$ cat config.mk
export PLATFORM = sky130hd
export DESIGN_NAME = gray_counter_n
export DESIGN_NICKNAME = d
export VERILOG_FILES = /design/src/rtl/gray_pkg.sv /design/src/rtl/gray_bin2gray.sv /design/src/rtl/gray_counter_n.sv
export SDC_FILE = /design/constraint.sdc
export NUM_CORES = 1
export LEC_CHECK = 0
export CAP_MARGIN = 20
export CORE_AREA = 2 2 39 41
export DETAILED_ROUTE_END_ITERATION = 7
export DIE_AREA = 0 0 41 43
export HOLD_SLACK_MARGIN = 0.15
export PLACE_DENSITY = 0.6
export SLEW_MARGIN = 20
export SYNTH_ARGS = -nofsm -noshare
export SYNTH_HDL_FRONTEND = slang
export SYNTH_HIERARCHICAL = 1
export SYNTH_SLANG_ARGS = --single-unit
$ cat constraint.sdc
create_clock -name Clk -period 1.7 [get_ports Clk]
set_clock_uncertainty 0.15 [all_clocks]
set_input_delay 0.34 -clock Clk [delete_from_list [all_inputs] [get_ports Clk]]
set_output_delay 0.34 -clock Clk [all_outputs]
set_load 0.05 [all_outputs]
$ cat src/rtl/gray_pkg.sv
// ----------------------------------------------------------------------------
// gray_pkg
// Shared constants for the Gray-code counter slice.
//   GRAY_WIDTH_MIN / GRAY_WIDTH_MAX : legal range of the WIDTH parameter
//   DIR_UP / DIR_DOWN               : encoding of the Dir input
// ----------------------------------------------------------------------------
package gray_pkg;

    localparam int GRAY_WIDTH_MIN = 2;
    localparam int GRAY_WIDTH_MAX = 32;

    localparam logic DIR_UP   = 1'b1;
    localparam logic DIR_DOWN = 1'b0;

endpackage : gray_pkg

$ cat src/rtl/gray_bin2gray.sv
// ----------------------------------------------------------------------------
// gray_bin2gray
// Purely combinational binary-to-Gray converter.
// Parameters:
//   WIDTH : vector width in bits
// Ports:
//   bin  : input,  WIDTH bits, binary value
//   gray : output, WIDTH bits, reflected-binary Gray code of bin
// ----------------------------------------------------------------------------
module gray_bin2gray #(
    parameter int WIDTH = 3
) (
    input  logic [WIDTH-1:0] bin,
    output logic [WIDTH-1:0] gray
);

    // Each Gray bit is the XOR of adjacent binary bits; the MSB passes through.
    assign gray = bin ^ (bin >> 1);

endmodule : gray_bin2gray

$ cat src/rtl/gray_counter_n.sv
// ----------------------------------------------------------------------------
// gray_counter_n
// Up/down counter with a binary state register and a registered Gray-coded
// output. A sticky Overflow flag records any wrap (or limit hit when
// saturating) until the next Reset or Load.
//
// Build option:
//   GRAY_SATURATE_EN : when defined, the count holds at all-ones (up) and at
//                      zero (down) instead of wrapping; Overflow still sets.
//                      The port list is the same in both builds.
//
// Parameters:
//   WIDTH : counter width in bits, legal range 2..32
// Ports:
//   Clk      : input,  rising-edge clock
//   Reset    : input,  asynchronous active-high reset
//   En       : input,  count enable
//   Dir      : input,  direction, 1 = up, 0 = down
//   Load     : input,  synchronous load strobe, priority over En/Dir
//   LoadVal  : input,  WIDTH bits, binary value to load
//   Output   : output, WIDTH bits, registered Gray-coded count
//   Overflow : output, registered sticky wrap/limit flag
// ----------------------------------------------------------------------------
module gray_counter_n
    import gray_pkg::*;
#(
    parameter int WIDTH = 3
) (
    input  logic             Clk,
    input  logic             Reset,
    input  logic             En,
    input  logic             Dir,
    input  logic             Load,
    input  logic [WIDTH-1:0] LoadVal,
    output logic [WIDTH-1:0] Output,
    output logic             Overflow
);

    localparam logic [WIDTH-1:0] ONE      = {{(WIDTH-1){1'b0}}, 1'b1};
    localparam logic [WIDTH-1:0] ALL_ONES = {WIDTH{1'b1}};
    localparam logic [WIDTH-1:0] ALL_ZERO = {WIDTH{1'b0}};

    logic [WIDTH-1:0] b_q;
    logic [WIDTH-1:0] b_next;
    logic [WIDTH-1:0] gray_next;
    logic             ovf_next;
    logic             at_max;
    logic             at_min;

    // Limit detection is done on the current binary state, not on the
    // incremented value, so no carry-out bit is needed.
    assign at_max = (b_q == ALL_ONES);
    assign at_min = (b_q == ALL_ZERO);

    // NOTE: every output of this block gets a default first, so no path
    // leaves a signal unassigned and no latch is inferred.
    always_comb begin
        b_next   = b_q;
        ovf_next = Overflow;
        if (Load) begin
            b_next   = LoadVal;
            ovf_next = 1'b0;
        end else if (En) begin
            if (Dir == DIR_UP) begin
                if (at_max) begin
                    ovf_next = 1'b1;
`ifdef GRAY_SATURATE_EN
                    b_next   = b_q;
`else
                    b_next   = ALL_ZERO;
`endif
                end else begin
                    b_next = b_q + ONE;
                end
            end else begin
                if (at_min) begin
                    ovf_next = 1'b1;
`ifdef GRAY_SATURATE_EN
                    b_next   = b_q;
`else
                    b_next   = ALL_ONES;
`endif
                end else begin
                    b_next = b_q - ONE;
                end
            end
        end
    end

    // Convert the next binary state so Output is a plain register that always
    // matches the Gray code of b_q, with no logic after the flop.
    gray_bin2gray #(
        .WIDTH (WIDTH)
    ) u_bin2gray (
        .bin  (b_next),
        .gray (gray_next)
    );

    // NOTE: sequential state uses non-blocking assignments so all three
    // registers update together from values sampled before the edge.
    always_ff @(posedge Clk or posedge Reset) begin
        if (Reset) begin
            b_q      <= ALL_ZERO;
            Output   <= ALL_ZERO;
            Overflow <= 1'b0;
        end else begin
            b_q      <= b_next;
            Output   <= gray_next;
            Overflow <= ovf_next;
        end
    end

endmodule : gray_counter_n

==> metrics <==
outcome=finished with violations; failing checks=negative setup slack; summed instance area of the synthesized netlist=around 400 sq um; worst-path fanout max=3; root buffer cell=clkbuf_4; Internal Power=around 430 uW; number of cell rows=14; Peak supply drop=0.0003797 V; sequential power share=0.336; IO Count=12; Post-Syn Instances=41; total negative slack for setup checks=-0.1642 ns; number of synthesis warnings=6; Chip Height=43 microns; final slew viol count=0; leading area contributor after synthesis=dfrtp_1; mean instance size in the synthesized netlist=9.674 sq um; Min Clock Period, post-route=1.800 ns; ys flop type=dfrtp_1; combinational share of power=0.436; Sink Count=7; area of the die=approximately 1800 sq um; starting utilization of the core area=0.2866; Setup-failing EPs final=3; top post-synthesis cells by count=7 x dfrtp_1, 5 x a21oi_1, 5 x inv_1; sequential share of the synthesized area=0.4416; Layout Nets=79; number of buffers inserted during clock tree synthesis=3; worst slew pin tran=~0.32 ns; routability cong.=0.6963; switching share of power=0.3297; period utilisation layout=1.059; n_diodes=0; RSZ-0062 raised after global routing=true; Crit Path Category=reg -> reg; sw power=212.3 uW; buffers from clock root to sink, at most=2; critical path launch point type=register; Iter 0 DRT Violations=2; number of placed instances with taps included=74; first-pass detailed-route iteration total=2; Min-Delay Path Class=in -> async; clk slew on worst S/H paths=0.05 ns; Post-synth ARST share=1.000; cells along the critical path=inv_2 -> ha_2 -> or3_4 -> a221oi_4 -> o31ai_2 -> xor2_1; post-cts hold buffer count=0; critical path endpoint category=register; Post-DRT Antenna Nets=0; Leak Pwr=around 0.00032 uW; Core Area=1384 sq um; antenna violations before repair=0; arrival time of data at the critical path endpoint=1.76 ns; #FFs+latches synth=7; global-route total usage across every layer=0.1188; estimated wirelength of the detail-placed design=approximately 640 microns; number of design rule violations left after detail routing=0; wire length of the first global-routing pass=1386 microns; grt ovf=0; required time at the worst-slack endpoint=1.66 ns; Final Non-Filler Cells=82; H-tree Lvls=1; die boundary width=41 microns; PnR worst setup slack=-0.09962 ns; growth of design area from synthesis to finish=84.23%; Total Wirelength=959 microns; clock latency reported for the late side of the worst-skew pair=roughly 0.25 ns; via count of the first global-routing pass=between 300 and 400; remaining max-slew budget at the tightest pin=0.7874; clock network fraction of design power=0.228; number of buffer cells added on primary ports=11; highest-delay cell along the critical path=dfrtp_1; final hold viol count=0; Pwr per Cell Area=881.1 nW/um^2; Avg Vias per Cell=4.610; distinct cell type count after synthesis=19; clock tree from TritonCTS=yes; slowest cell delay on critical path=0.37 ns; max-capacitance violation count=0; post-synthesis net count=53; top cells by area, synth=dfrtp_1 44%, ha_1 13%, a21oi_1 6.3%; layout cells sized above 1=0.4242; pin count of the biggest net entering global routing=8; count of flip-flops with a built-in enable after synthesis=0; drt wl/cell=11.70 microns; most frequent cell after synthesis=dfrtp_1; share of the synthesized area in the top cell type=0.4416; highest clock frequency the design can meet=555.7 MHz; total number of vias=378
cells in the final DEF, fill, tap and decap left out, drive strengths merged:
cell	netlist	routed
buf	1	15
dfrtp	7	7
clkdlybuf4s50	0	7
a21oi	5	5
inv	5	5
clkbuf	0	4
ha	4	4
nor2	3	3
nand2	2	2
o21ai	2	2
xor2	2	2
or2b	1	1
a311o	1	1
o21a	1	1
nor3b	1	1
nor2b	1	1
or3	1	1
a221oi	1	1
o31ai	1	1
a211oi	1	1
nor3	1	1
sequential cells by signal, indices dropped and copies added (netlist names):
register / cells
b_q: 3
Overflow: 1
Output: 3
critical path, delay by kind of cell, from the launching register on:
| kind | cells | cell delay (ns) |
|---|---|---|
| fa+ha+maj | 1 | 0.18 |
| xor+xnor | 1 | 0.15 |
| compound gates | 2 | 0.36 |
| buf+inv | 1 | 0.07 |
| simple gates | 1 | 0.37 |
| flops | 1 | 0.37 |
power by group through the flow:
| stage | combinational (uW) | clock [uW] | sequential, uW |
|---|---|---|---|
| floorplan | 70.6 | 0 | 258 |
| global placement | 233 | 0 | 216 |
| detailed placement | 234 | 0 | 215 |
| CTS | 256 | 154 | 216 |
| global route | 297 | 160 | 219 |
| finish | 281 | 147 | 216 |
what timing repair did:
| item | in CTS | in global routing |
|---|---|---|
| gates resized for setup | 6 | 2 |
| setup buffers | 2 | 2 |
| endpoints found under the setup margin | 2 | 5 |
| pin swaps | 8 | 3 |
final cells by class:
class                      count  area, sq um
multi-input combinational     28        257.7
tap                           16        20.02
inverter                       5        18.77
timing repair buffer          22        232.7
sequential                     7        175.2
fill                         135        653.1
clock buffer                   4        26.28
path summary, 6_finish.rpt:
kind / startpoint / end / slack, ns / depth (start not counted)
hold / removal: Reset / b_q[1] / 0.16 / 2
setup / recovery: b_q[0] / Output[1] / -0.1 / 6
setup reg to reg: b_q[0] / Output[1] / -0.1 / 6
hold reg to reg: Overflow / Overflow / 0.47 / 2
min in group Clk: Overflow / Overflow / 0.47 / 2
max in group asynchronous: Reset / b_q[2] / 1.03 / 2
cells by family after synthesis:
group / after synthesis / synth area share
AOI/OAI and AO/OA: 12 / 0.1924
and+or+nand+nor: 10 / 0.1294
DFF: 7 / 0.4416
buffers and inverters: 6 / 0.06626
adders and majority gates: 4 / 0.1262
xor gates and xnor gates: 2 / 0.04417
stage by stage:
stage / setup slack (ns) / hold slack [ns] / area, sq um / util / power [uW]
CTS: -0.08776 / 0.1648 / 699.4 / 0.5054 / 626.1
finish: -0.09962 / 0.1622 / 730.7 / 0.5280 / 643.9
global placement: -0.2330 / 0.4326 / 628.1 / 0.4539 / 448.6
global route: -0.1789 / 0.2121 / 730.7 / 0.5280 / 676.1
detailed placement: -0.2387 / 0.4366 / 628.1 / 0.4539 / 449.1
floorplan: -0.06354 / -0.006602 / 412.9 / - / 328.8
per-layer routing:
metal	up-vias	part of all wire	track usage	wire length, microns
met5	-	0	0	0
li1	189	-	-	-
met1	178	0.46	0.1567	437
met4	0	0.017	0.08000	16
met2	9	0.48	0.1719	459
met3	2	0.047	0.01571	45
No activity file was read; power rests on OpenSTA's default activity.
